--- src/rtl/spi_pkg.sv ---
// +----------------------------------------------------------------------------+
// | spi_pkg                                                                    |
// | Shared state encoding, frame constants and edge helpers for spi_tx_master. |
// | Revision: 1.0                                                              |
// +----------------------------------------------------------------------------+
`default_nettype none

package spi_pkg;

  typedef enum logic [2:0] {
    IDLE  = 3'd0,
    SETUP = 3'd1,
    SHIFT = 3'd2,
    WAIT  = 3'd3,
    HOLD  = 3'd4,
    GAP   = 3'd5
  } spi_state_e;

  localparam int SPI_BITS   = 8;
  localparam int SPI_EDGE_W = 5;
  localparam logic [SPI_EDGE_W-1:0] SPI_EDGES = 5'd16;

  // Edge numbers run 1..16; odd numbers are leading edges.
  // With CPHA=1 bit7 is already on MOSI before edge 1, so the first leading edge must not shift.
  function automatic logic spi_shift_edge(input logic cpha, input logic [SPI_EDGE_W-1:0] edge_num);
    if (cpha) begin
      return edge_num[0] && (edge_num != SPI_EDGE_W'(1));
    end
    return !edge_num[0] && (edge_num != SPI_EDGES);
  endfunction

  function automatic logic spi_sample_edge(input logic cpha, input logic [SPI_EDGE_W-1:0] edge_num);
    return cpha ? !edge_num[0] : edge_num[0];
  endfunction

endpackage

`default_nettype wire

--- src/rtl/spi_tx_master_if.sv ---
// +----------------------------------------------------------------------------+
// | spi_tx_master_if                                                           |
// | Byte stream, SPI pins and receive stream of the SPI transmit master.       |
// | Revision: 1.0                                                              |
// +----------------------------------------------------------------------------+
`default_nettype none

interface spi_tx_master_if;
  import spi_pkg::*;

  logic [SPI_BITS-1:0] data_i;
  logic                last_i;
  logic                valid_i;
  logic                ready_o;
  logic                sck_o;
  logic                ssel_o;
  logic                mosi_o;
  logic                miso_i;
  logic [SPI_BITS-1:0] rx_data_or;
  logic                rx_valid_o;
  logic                busy_o;

  // master: the SPI master block itself; slave: its producer/environment side.
  modport master (
    input  data_i, last_i, valid_i, miso_i,
    output ready_o, sck_o, ssel_o, mosi_o, rx_data_or, rx_valid_o, busy_o
  );

  modport slave (
    output data_i, last_i, valid_i, miso_i,
    input  ready_o, sck_o, ssel_o, mosi_o, rx_data_or, rx_valid_o, busy_o
  );

endinterface

`default_nettype wire

--- src/rtl/spi_clk_div.sv ---
// +----------------------------------------------------------------------------+
// | spi_clk_div                                                                |
// | Half-period counter producing a one-cycle tick every CLK_DIV cycles.       |
// | Revision: 1.0                                                              |
// +----------------------------------------------------------------------------+
`default_nettype none

module spi_clk_div #(
  parameter int CLK_DIV = 4
) (
  input  logic clk_i,
  input  logic reset_i,
  input  logic en_i,
  input  logic clr_i,
  output logic tick_o
);

  localparam logic [7:0] c_DIV_MAX = 8'(CLK_DIV - 1);

  logic [7:0] r_cnt;

  assign tick_o = en_i && (r_cnt == c_DIV_MAX);

  // Held at zero while disabled so every enabled state starts a full half-period.
  always_ff @(posedge clk_i) begin
    if (reset_i || !en_i || clr_i) begin
      r_cnt <= '0;
    end else if (tick_o) begin
      r_cnt <= '0;
    end else begin
      r_cnt <= r_cnt + 8'd1;
    end
  end

endmodule

`default_nettype wire

--- src/rtl/spi_tx_master.sv ---
// +----------------------------------------------------------------------------+
// | spi_tx_master                                                              |
// | SPI master serialising a valid/ready byte stream onto SCK/MOSI/SSEL.       |
// | Optional MISO capture: define SPI_TX_MISO_CAPTURE_EN.                      |
// | Revision: 1.0                                                              |
// +----------------------------------------------------------------------------+
`default_nettype none

module spi_tx_master
  import spi_pkg::*;
#(
  parameter logic CPOL     = 1'b0,
  parameter logic CPHA     = 1'b0,
  parameter int   CLK_DIV  = 4,
  parameter int   SSEL_GAP = 2
) (
  input  logic clk_i,
  input  logic reset_i,
  spi_tx_master_if.master bus
);

  localparam int c_GAP_W = (SSEL_GAP > 1) ? $clog2(SSEL_GAP) : 1;
  localparam logic [c_GAP_W-1:0] c_GAP_MAX = c_GAP_W'(SSEL_GAP - 1);

  spi_state_e r_state;
  spi_state_e w_state_next;

  logic                  w_tick;
  logic                  w_div_en;
  logic                  w_div_clr;
  logic                  w_ready;
  logic                  w_xfer;
  logic                  w_edge_issue;
  logic                  w_last_edge;
  logic                  w_gap_done;
  logic [SPI_EDGE_W-1:0] w_edge_num;

  logic [SPI_BITS-1:0]   r_tx_sr;
  logic                  r_last;
  logic                  r_sck;
  logic [SPI_EDGE_W-1:0] r_edge_cnt;
  logic [c_GAP_W-1:0]    r_gap_cnt;

  assign w_div_en     = (r_state == SETUP) || (r_state == SHIFT) || (r_state == HOLD);
  assign w_div_clr    = (w_state_next != r_state);
  assign w_edge_issue = w_tick && ((r_state == SETUP) || (r_state == SHIFT));
  assign w_edge_num   = r_edge_cnt + SPI_EDGE_W'(1);
  assign w_last_edge  = w_edge_issue && (w_edge_num == SPI_EDGES);
  assign w_gap_done   = (r_state == GAP) && (r_gap_cnt == c_GAP_MAX);
  assign w_xfer       = bus.valid_i && w_ready;

  spi_clk_div #(
    .CLK_DIV (CLK_DIV)
  ) u_clk_div (
    .clk_i   (clk_i),
    .reset_i (reset_i),
    .en_i    (w_div_en),
    .clr_i   (w_div_clr),
    .tick_o  (w_tick)
  );

  always_ff @(posedge clk_i) begin
    if (reset_i) begin
      r_state <= IDLE;
    end else begin
      r_state <= w_state_next;
    end
  end

  always_comb begin
    w_state_next = r_state;
    w_ready      = 1'b0;
    case (r_state)
      IDLE: begin
        w_ready = 1'b1;
        if (bus.valid_i) w_state_next = SETUP;
      end
      SETUP: begin
        if (w_tick) w_state_next = SHIFT;
      end
      SHIFT: begin
        if (w_last_edge) begin
          if (r_last) begin
            w_state_next = HOLD;
          end else begin
            // Accepting here chains the next byte with no SCK gap.
            w_ready      = 1'b1;
            w_state_next = bus.valid_i ? SHIFT : WAIT;
          end
        end
      end
      WAIT: begin
        w_ready = 1'b1;
        if (bus.valid_i) w_state_next = SHIFT;
      end
      HOLD: begin
        if (w_tick) w_state_next = GAP;
      end
      GAP: begin
        if (w_gap_done) w_state_next = IDLE;
      end
      default: begin
        w_state_next = IDLE;
      end
    endcase
    if (reset_i) w_ready = 1'b0;
  end

  always_ff @(posedge clk_i) begin
    if (reset_i) begin
      r_sck      <= CPOL;
      r_tx_sr    <= '0;
      r_last     <= 1'b0;
      r_edge_cnt <= '0;
      r_gap_cnt  <= '0;
    end else begin
      if (w_xfer) begin
        r_tx_sr <= bus.data_i;
        r_last  <= bus.last_i;
      end else if (w_edge_issue && spi_shift_edge(CPHA, w_edge_num)) begin
        r_tx_sr <= {r_tx_sr[SPI_BITS-2:0], 1'b0};
      end
      if (w_edge_issue) begin
        r_sck      <= ~r_sck;
        r_edge_cnt <= w_last_edge ? '0 : w_edge_num;
      end
      if (r_state == GAP) begin
        r_gap_cnt <= r_gap_cnt + c_GAP_W'(1);
      end else begin
        r_gap_cnt <= '0;
      end
    end
  end

  assign bus.ready_o = w_ready;
  assign bus.sck_o   = r_sck;
  assign bus.ssel_o  = (r_state == IDLE) || (r_state == GAP);
  assign bus.mosi_o  = r_tx_sr[SPI_BITS-1];
  assign bus.busy_o  = (r_state != IDLE);

`ifdef SPI_TX_MISO_CAPTURE_EN
  logic [SPI_BITS-1:0] r_rx_sr;
  logic [SPI_BITS-1:0] r_rx_data;
  logic                r_rx_pend;
  logic                r_rx_valid;

  // The strobe trails edge 16 by one cycle so both CPHA modes report at the same time.
  always_ff @(posedge clk_i) begin
    if (reset_i) begin
      r_rx_sr    <= '0;
      r_rx_data  <= '0;
      r_rx_pend  <= 1'b0;
      r_rx_valid <= 1'b0;
    end else begin
      if (w_edge_issue && spi_sample_edge(CPHA, w_edge_num)) begin
        r_rx_sr <= {r_rx_sr[SPI_BITS-2:0], bus.miso_i};
      end
      r_rx_pend  <= w_last_edge;
      r_rx_valid <= r_rx_pend;
      if (r_rx_pend) r_rx_data <= r_rx_sr;
    end
  end

  assign bus.rx_data_or = r_rx_data;
  assign bus.rx_valid_o = r_rx_valid;
`else
  logic w_unused_miso;
  assign w_unused_miso  = bus.miso_i;
  assign bus.rx_data_or = '0;
  assign bus.rx_valid_o = 1'b0;
`endif

endmodule

`default_nettype wire

--- src/flat_wrapper.sv ---
// flat-port wrapper written by rule: the top's interface ports become plain ports
module spi_tx_master_flat import spi_pkg::*;
#(
  parameter logic CPOL     = 1'b0,
  parameter logic CPHA     = 1'b0,
  parameter int   CLK_DIV  = 4,
  parameter int   SSEL_GAP = 2
)
  (clk_i, reset_i, bus_data_i, bus_last_i, bus_valid_i, bus_miso_i, bus_ready_o, bus_sck_o, bus_ssel_o, bus_mosi_o, bus_rx_data_or, bus_rx_valid_o, bus_busy_o);
  spi_tx_master_if bus_i ();
  input  logic clk_i;
  input  logic reset_i;
  input wire logic [$bits(bus_i.data_i)-1:0] bus_data_i;
  input wire logic [$bits(bus_i.last_i)-1:0] bus_last_i;
  input wire logic [$bits(bus_i.valid_i)-1:0] bus_valid_i;
  input wire logic [$bits(bus_i.miso_i)-1:0] bus_miso_i;
  output wire logic [$bits(bus_i.ready_o)-1:0] bus_ready_o;
  output wire logic [$bits(bus_i.sck_o)-1:0] bus_sck_o;
  output wire logic [$bits(bus_i.ssel_o)-1:0] bus_ssel_o;
  output wire logic [$bits(bus_i.mosi_o)-1:0] bus_mosi_o;
  output wire logic [$bits(bus_i.rx_data_or)-1:0] bus_rx_data_or;
  output wire logic [$bits(bus_i.rx_valid_o)-1:0] bus_rx_valid_o;
  output wire logic [$bits(bus_i.busy_o)-1:0] bus_busy_o;
  assign bus_i.data_i = bus_data_i;
  assign bus_i.last_i = bus_last_i;
  assign bus_i.valid_i = bus_valid_i;
  assign bus_i.miso_i = bus_miso_i;
  assign bus_ready_o = bus_i.ready_o;
  assign bus_sck_o = bus_i.sck_o;
  assign bus_ssel_o = bus_i.ssel_o;
  assign bus_mosi_o = bus_i.mosi_o;
  assign bus_rx_data_or = bus_i.rx_data_or;
  assign bus_rx_valid_o = bus_i.rx_valid_o;
  assign bus_busy_o = bus_i.busy_o;
  spi_tx_master #(.CPOL(CPOL), .CPHA(CPHA), .CLK_DIV(CLK_DIV), .SSEL_GAP(SSEL_GAP)) u_core (.clk_i(clk_i), .reset_i(reset_i), .bus(bus_i));
endmodule
--- config.mk ---
export PLATFORM = sky130hd
export DESIGN_NAME = spi_tx_master_flat
export DESIGN_NICKNAME = d
export VERILOG_FILES = /design/src/rtl/spi_pkg.sv /design/src/rtl/spi_tx_master_if.sv /design/src/rtl/spi_clk_div.sv /design/src/rtl/spi_tx_master.sv /design/src/flat_wrapper.sv
export SDC_FILE = /design/constraint.sdc
export NUM_CORES = 1
export LEC_CHECK = 0
export BUFFER_PORTS_ARGS = -buffer_cell sky130_fd_sc_hd__clkbuf_2
export CAP_MARGIN = 0
export CORE_MARGIN = 5
export CORE_UTILIZATION = 30
export DETAILED_ROUTE_END_ITERATION = 10
export PLACE_DENSITY = 0.58
export SLEW_MARGIN = 10
export SYNTH_ARGS = -nofsm -noshare
export SYNTH_HDL_FRONTEND = slang
export SYNTH_HIERARCHICAL = 1
export SYNTH_SLANG_ARGS = --single-unit
--- constraint.sdc ---
create_clock -name clk_i -period 3.7 [get_ports clk_i]
set_input_delay 0.555 -clock clk_i [delete_from_list [all_inputs] [get_ports clk_i]]
set_output_delay 0.555 -clock clk_i [all_outputs]
set_load 0.01 [all_outputs]
After elaboration in Yosys (flattened, before gate mapping)
Cells that the tools add are included.
W data, S select, Z words.

storage, ports and cells
  input port bits = 13
  output and inout bits = 14
  register bits after elaboration = 27

cells by class
  mux-type cells = 16
  equality and inequality tests = 9
  add/subtract/negate cells = 3
  reductions and logical operators = 20
  bitwise gates (word level) = 2

operators with widths
  operator               count
  $mux W3                7
  $pmux W3 S6            1
  $mux W8                2
  $add A8 B1 Y8 const B  1
  $eq A8 B2 Y1 const B   1
  $logic_and A1 B1 Y1    7
  $eq A3 B2 Y1 const B   2
  $eq A3 B3 Y1 const B   2
  $reduce_or A2 Y1       3
  $add A5 B1 Y5 const B  1
  $eq A5 B5 Y1 const B   1
  $logic_or A1 B1 Y1     5
  $mux W5                1
  $ne A5 B5 Y1 const B   1
  $mux W1                4
  $eq A3 B1 Y1 const B   1
  $logic_not A3 Y1       1
  $ne A3 B3 Y1           1
  $reduce_bool A3 Y1     1
  $logic_not A1 Y1       2
  $not A1 Y1             2
  $pmux W1 S2            1
  $reduce_bool A2 Y1     1
  $add A1 B1 Y1 const B  1

Depth between registers and ports, before layout
Gate-level depths: netlist (run 1).

  word-level depth = 11
  mapped depth = 14

Cells and area by module
Netlist (run 1), hierarchy kept.

by module, submodules not included
  module         sequential area each (um2)  cells an instance  times used  area an instance (um2)
  spi_tx_master  380.4                       131                1           1206.2
  spi_clk_div    160.2                       39                 1           361.6

Worst setup path before layout (run 1)
OpenSTA, ideal clock, no wires.

  kind = flip-flop to flip-flop
  from = register u_core.r_state[2]
  to = register u_core.u_clk_div.r_cnt[5]
  setup time = 0.071 ns
  path slack = 0.801 ns
  path buffers = 1
  cell stages (with the launch flop) = 14
  arrival = 2.828 ns
  cell sequence = dfxtp_1 > buf_2 > nand2_1 > o21ai_0 > nand2_1 > nor4_1 > nor2b_1 > nor3_1 > a211oi_1 > a311oi_2 > mux2i_1 > nor3b_1 > o41ai_4 > a21oi_1

between the ends
  longest elaborated chain between the ends = 11
  elaborated cells on any way between the ends = 24
  those cells by class = 6 x eq/ne; 7 x mux; 11 x reduce/logical

ends and longest elaborated chain
  item                                          line                 RTL
  start, declared                               spi_tx_master.sv:25  spi_state_e r_state;
  start signal, assigned                        spi_tx_master.sv:66  r_state <= w_state_next;
  $eq A3 B1 Y1 or $eq A3 B2 Y1 (tied branches)  spi_tx_master.sv:44  assign w_div_en = (r_state == SETUP) || (r_state == SHIFT) || (r_state == HOLD);
  $logic_or A1 B1 Y1                            spi_tx_master.sv:44
  $logic_or A1 B1 Y1 *                          spi_tx_master.sv:44
  named net u_core.w_div_en                     spi_tx_master.sv:29  logic w_div_en;
  $logic_and A1 B1 Y1 *                         spi_clk_div.sv:22    assign tick_o = en_i && (r_cnt == c_DIV_MAX);
  named net u_core.w_tick                       spi_tx_master.sv:28  logic w_tick;
  $logic_and A1 B1 Y1                           spi_tx_master.sv:46  assign w_edge_issue = w_tick && ((r_state == SETUP) || (r_state == SHIFT));
  $logic_and A1 B1 Y1                           spi_tx_master.sv:48  assign w_last_edge = w_edge_issue && (w_edge_num == SPI_EDGES);
  $mux W3                                       spi_tx_master.sv:82  if (w_last_edge) begin
  $pmux W3 S6 *                                 spi_tx_master.sv:73  case (r_state)
  $ne A3 B3 Y1 *                                spi_tx_master.sv:45  assign w_div_clr = (w_state_next != r_state);
  named net u_core.w_div_clr                    spi_tx_master.sv:30  logic w_div_clr;
  $logic_or A1 B1 Y1 *                          spi_clk_div.sv:26    if (reset_i || !en_i || clr_i) begin
  $reduce_or A2 Y1 (no source line) *           -
  end signal, assigned                          spi_clk_div.sv:31    r_cnt <= r_cnt + 8'd1;
  end, declared                                 spi_clk_div.sv:20    logic [7:0] r_cnt;

Mark *: on every way through the listed nets, which the timed path passes. The rest lies on a longest branch.
A chain may end at the register's enable or synchronous reset.

Worst setup path in the final report (run 1)
  from = register u_core.r_state[1]
  to = output bus_ready_o

between the ends
  longest elaborated chain between the ends = 9
  elaborated cells on any way between the ends = 14
  those cells by class = 4 x eq/ne; 3 x mux; 7 x reduce/logical

ends and longest elaborated chain
  item                                          line                  RTL
  $eq A3 B1 Y1 or $eq A3 B2 Y1 (tied branches)  spi_tx_master.sv:44
  $logic_or A1 B1 Y1                            spi_tx_master.sv:44
  $logic_or A1 B1 Y1 *                          spi_tx_master.sv:44
  named net u_core.w_div_en                     spi_tx_master.sv:29
  $logic_and A1 B1 Y1 *                         spi_clk_div.sv:22
  named net u_core.w_tick                       spi_tx_master.sv:28
  $logic_and A1 B1 Y1 *                         spi_tx_master.sv:46
  $logic_and A1 B1 Y1 *                         spi_tx_master.sv:48
  $mux W1 *                                     spi_tx_master.sv:82
  $pmux W1 S2 *                                 spi_tx_master.sv:73
  $mux W1 *                                     spi_tx_master.sv:106  if (reset_i) w_ready = 1'b0;
  end, declared                                 flat_wrapper.sv:17    output wire logic [$bits(bus_i.ready_o)-1:0] bus_ready_o;

Marked as above.

==> results of run 1 <==
-- flip-flops by register name (all words and copies together) (netlist names) --
signal                  count
u_core/r_edge_cnt           5
u_core/r_tx_sr              8
u_core/r_gap_cnt            1
u_core/u_clk_div/r_cnt      8
u_core/r_last               1
u_core/bus.sck_o            1
u_core/r_state              3
-- power breakdown --
part           switching, mW  internal (mW)  total [mW]
clock                 0.0952         0.0773       0.172
sequential           0.00516          0.299       0.304
combinational         0.0353         0.0261      0.0614
-- path summary, 6_finish.rpt --
check / startpoint / endpoint / slack [ps]
max: u_core/r_state[1]$_SDFF_PP0_ / bus_ready_o / 360
min reg2reg: u_core/r_edge_cnt[4]$_SDFFE_PP0P_ / u_core/r_edge_cnt[4]$_SDFFE_PP0P_ / 470
min: u_core/r_edge_cnt[4]$_SDFFE_PP0P_ / u_core/r_edge_cnt[4]$_SDFFE_PP0P_ / 470
max reg2reg: u_core/r_state[1]$_SDFF_PP0_ / u_core/u_clk_div/r_cnt[7]$_SDFF_PP0_ / 470
-- metal layers --
layer	track usage [%]	vias up	part of all wire (%)
li1	-	617	-
met5	0	-	0
met4	3.488	0	1.6
met1	10.99	539	49
met2	14.58	21	46
met3	1.735	4	3.8
-- kinds of logic after synthesis --
logic type | Yosys count | share of synthesized area [%]
AOI/OAI and AO/OA | 32 | 18.60
xor gates and xnor gates | 9 | 5.028
adders and majority gates | 3 | 2.395
buffers and inverters | 21 | 8.539
DFF | 27 | 34.48
muxes | 9 | 5.746
other | 1 | 0.2392
and+or+nand+nor | 68 | 24.98
-- layout make-up --
| class | count | area [um2] |
|---|---|---|
| well taps | 70 | 87.58 |
| fillers | 561 | 3390 |
| flip-flops and latches | 27 | 540.5 |
| multi-input cells | 130 | 923.4 |
| inverters | 5 | 18.77 |
| repair buffers | 19 | 102.6 |
| clock buffers | 4 | 45.04 |
-- synth_stat cells (4+ instances only) --
master,instances
dfxtp_1,27
nor2_1,21
nand2_1,12
a21oi_1,9
buf_4,9
mux2i_1,9
a211oi_2,7
nand3_1,6
xor2_1,6
inv_1,5
o21ai_0,4
or3_1,4
-- worst max-delay path, delay by kind of cell, from the launching register on --
family	cells	cell delay [ps]
and+or+nand+nor	4	920
DFF	1	580
AOI/OAI and AO/OA	2	400
buffers and inverters	2	320
xor gates and xnor gates	1	280
-- stage by stage --
step	instances	setup WS (ps)	hold WS [ps]	cell area [um2]	utilization, %
6_report	255	358.7	474.3	1718	33.64
5_1_grt	255	135.6	503.2	1718	33.64
4_1_cts	255	339.5	481.3	1718	33.64
3_5_place_dp	251	432.9	467.7	1673	32.75
3_3_place_gp	251	480.3	454.1	1673	32.75
2_1_floorplan	178	801.1	441.0	1598	-
==> flow_metrics.tcl, run 1 <==
set metrics [dict create \
    die_width_um 82.29 \
    crit_type "reg2out" \
    drt_iter0_markers 57 \
    clk_latency_ps 280 \
    postCtsSetupBuffers 0 \
    fin_setup_tns_ps 0 \
    grt_pass1_vias 1122 \
    dieArea_um2 6772 \
    crit_required_ps 3140 \
    wl_um 2722 \
    port_buffers 16 \
    synth_area_leader_cell "dfxtp_1" \
    holdCritPathClass "reg2reg" \
    ys_seq_elements 27 \
    power_density_nw_per_um2 313.4 \
    post-route-period-util_pct 90.30 \
    avgRoutedWirePerCell_um 10.67 \
    coreArea_um2 5107 \
    cts_resized 0 \
    synthFlopType "dfxtp_1" \
    critPathLaunchType "register" \
    nNetsFinal 202 \
    finalPower_uw 538.3 \
    drc_errors 0 \
    via_count 1181 \
    worstMarginPinSlew_ps 778.1 \
    synth_top_area_share_pct 34.48 \
    clock.fmax_mhz 299.3 \
    arrival_ps 2790 \
    diodes 0 \
    cts_buffers 3 \
    postRouteAntennaNets 0 \
    drt-vias-per-instance 4.631 \
    drt-pass1-iter-count 3 \
    final-setup-viol-count 0 \
    async_reset_ff_share_pct 0 \
    cts_buffer_depth 2 \
    cts_max_level 1 \
    reg2regPathDepth 13 \
    dpl.hpwl_um 1965 \
    syn_inst 170 \
    synth_edf_count 0 \
    finalHoldViolCount 0 \
    critPathMaxFanout 13 \
    fin_skew_ps 8.102 \
    crit_path_max_incr_delay_ps 580 \
    grt_first_pass_wirelength_um 4740 \
    synth_area_leaders "dfxtp_1 (34%), mux2i_1 (5.7%), a211oi_2 (5.6%)" \
    status "complete, no violations" \
    place.gp.congestion 0.7265 \
    crit_chain "xnor2_1 > o21ai_0 > nand2_1 > nor4_1 > buf_4 > nor4b_2 > and3b_1 > a22o_1 > clkbuf_2" \
    cts.clk_slew.worst_paths_ps 100 \
    num_rows 26 \
    io_pins 27 \
    final_common_cell "dfxtp_1" \
    antenna_found_initial 0 \
    syn_area_um2 1568 \
    grt_overflow_total 0 \
    layout_common_cells "dfxtp_1 (27), nor2_1 (21), clkbuf_2 (16)" \
    cap_violations 0 \
    clock_sinks 27 \
    fin_crit_ps 3341 \
    cp-end-kind "output pin" \
    slew_violations 0 \
    hold_buffers 0 \
    synth_cell_types 45 \
    grt_max_degree 24 \
    rsz0062_at_grt "false" \
    ys_seq_area_share_pct 34.48 \
    critical_path.slowest_cell "dfxtp_1" \
    area_delta_synth_final_pct 9.577 \
    die_y_um 82.29 \
    power_leakage_nw 0.6679 \
    max-vdd-ir-drop_v 0.0001373 \
    grt_util_all_layers_pct 8.751 \
    yosys_warnings 6 \
    start_util_pct 30.70 \
    clockRootBuffer "clkbuf_8" \
    final_layout_size_suffix_gt1_share_pct 21.62 \
    cts_tree "yes" \
    slew-limit-headroom_pct 48.13 \
    whs_path_depth 2 \
    syn_avg_cell_area_um2 9.222 \
]
No activity file was read; power rests on OpenSTA's default activity.
==> run 2: changes to the inputs <==
==> constraint.sdc (replaced) <==
create_clock -name clk_i -period 3.81 [get_ports clk_i]
set_input_delay 0.5715 -clock clk_i [delete_from_list [all_inputs] [get_ports clk_i]]
set_output_delay 0.5715 -clock clk_i [all_outputs]
set_load 0.01 [all_outputs]
==> run 2 against run 1 <==
Net effect:
- worst hold slack worse by 4.3 ps
- global-route usage is 0.18 points higher
- critical path depth stayed put
- clock power is 6% lower
- sequential cell count stayed put
- worst setup slack better by 92 ps
- via count is 2.1% lower
- combinational power is 3% lower
- routed wire length is 0.15% higher
- total power is 3.9% lower
- sequential share of layout area is 0.14 points higher
- critical path type unchanged
- highest routed layer unchanged
==> flow_metrics.tcl, run 2 (synthesized netlist as in run 1, its figures left out) <==
set metrics [dict create \
    post-route-period-util_pct 88.16 \
    dieArea_um2 6772 \
    cts.clk_slew.worst_paths_ps 100 \
    rsz0062_at_grt "false" \
    nNetsFinal 201 \
    grt_pass1_vias 1070 \
    p_clk_share_pct 31.3 \
    crit_required_ps 3240 \
    fin_skew_ps 7.612 \
    layout_common_cells "dfxtp_1 (27), nor2_1 (21), clkbuf_2 (16)" \
    cp-end-kind "output pin" \
    place_area_um2 1665 \
    regToRegSetupSlack_ps 580 \
    crit_type "reg2out" \
    area_delta_synth_final_pct 9.098 \
    p_int_uw 390.8 \
    grt_util_all_layers_pct 8.934 \
    fin_crit_ps 3359 \
    cts_resized 0 \
    cts_max_level 1 \
    clk_latency_ps 270 \
    grt_first_pass_wirelength_um 4788 \
    finish.instance_area_um2 1710 \
    grt_overflow_total 0 \
    p_seq_share_pct 57.1 \
    avgRoutedWirePerCell_um 10.73 \
    place.gp.congestion 0.7170 \
    worstMarginPinSlew_ps 776.2 \
    holdCritPathClass "reg2reg" \
    hold_buffers 0 \
    r2r-start "u_core/r_state[1]$_SDFF_PP0_" \
    diodes 0 \
    dpl.hpwl_um 1942 \
    post-place-ws_ps 546.4 \
    cap_violations 0 \
    top_regs "u_core/r_tx_sr (8), u_core/u_clk_div/r_cnt (8), u_core/r_edge_cnt (5)" \
    arrival_ps 2790 \
    drc_errors 0 \
    coreArea_um2 5107 \
    final-setup-viol-count 0 \
    num_rows 26 \
    cts_buffer_depth 2 \
    wl_um 2726 \
    fin_setup_tns_ps 0 \
    setup_ws_ps 451.0 \
    postCtsSetupBuffers 0 \
    die_width_um 82.29 \
    clock_sinks 27 \
    slew_violations 0 \
    port_buffers 16 \
    power.net_switching_uw 126.6 \
    cts_tree "yes" \
    status "complete, no violations" \
    postRouteAntennaNets 0 \
    p_comb_share_pct 11.6 \
    critPathMaxFanout 13 \
    max-vdd-ir-drop_v 0.0001644 \
    drt-pass1-iter-count 4 \
    switching_share_pct 24.47 \
    cts_buffers 3 \
    startpoint "u_core/r_state[1]$_SDFF_PP0_" \
    clock.fmax_mhz 297.7 \
    hp-start "u_core/r_edge_cnt[4]$_SDFFE_PP0P_" \
    clockRootBuffer "clkbuf_8" \
    via_count 1156 \
    grt_max_degree 24 \
    antenna_found_initial 0 \
    final_layout_size_suffix_gt1_share_pct 21.20 \
    io_pins 27 \
    drt_iter0_markers 49 \
    finalHoldViolCount 0 \
    power_leakage_nw 0.6624 \
    final_common_cell "dfxtp_1" \
    critPathLaunchType "register" \
    power_density_nw_per_um2 302.5 \
    slew-limit-headroom_pct 48.25 \
    drt-vias-per-instance 4.551 \
    start_util_pct 30.70 \
    die_y_um 82.29 \
]
## run 2: changes by cell type in the layout (fill, tap and decap cells not counted), sizes merged
cell and change:
buf -1
## run 2: critical path, cell delays in order (launching register included)
cell and delay (ps):
dfxtp_1 590, xnor2_1 280, o21ai_0 270, nand2_1 140, nor4_1 240, buf_4 190, nor4b_2 320, and3b_1 210
a22o_1 140, clkbuf_2 130
## run 2: power by group through the flow
stage               logic [mW]  registers (mW)  clock network (mW)
floorplan               0.0531           0.302                   0
global placement        0.0598           0.302                   0
detailed placement      0.0602           0.302                   0
CTS                     0.0605           0.296               0.172
global route            0.0665           0.297               0.181
finish                  0.0598           0.296               0.162
## run 2: path summary, 6_finish.rpt
kind	to	depth (start not counted)
worst max-delay path	bus_ready_o	9
worst min-delay path	u_core/r_edge_cnt[4]$_SDFFE_PP0P_	2
worst max register to register	u_core/u_clk_div/r_cnt[7]$_SDFF_PP0_	13
worst min register to register	u_core/r_edge_cnt[4]$_SDFFE_PP0P_	2
## run 2: final cells by class
cell class                      instances  area, um2
Fill cell                             551       3397
Multi-Input combinational cell        130      923.4
Sequential cell                        27      540.5
Timing Repair Buffer                   18      95.09
Tap cell                               70      87.58
Clock buffer                            4      45.04
Inverter                                5      18.77
## run 2: layer usage
layer  share of wire [%]  wire (um)  GRT usage [%]
met4                 1.2         34          3.488
met1                  49       1337          11.59
met5                   0          0              0
met3                 4.1        111          1.627
met2                  46       1244          14.58
## run 2: per-stage QoR
stage | hold WS [ps] | total power [mW] | utilization (%) | std cells
after global routing | 507.4 | 0.5446 | 33.49 | 254
after floorplan | 441.0 | 0.3553 | - | 178
after global placement | 454.2 | 0.3620 | 32.61 | 250
after detailed placement | 461.0 | 0.3626 | 32.61 | 250
after CTS | 475.3 | 0.5284 | 33.49 | 254
final | 470.0 | 0.5173 | 33.49 | 254
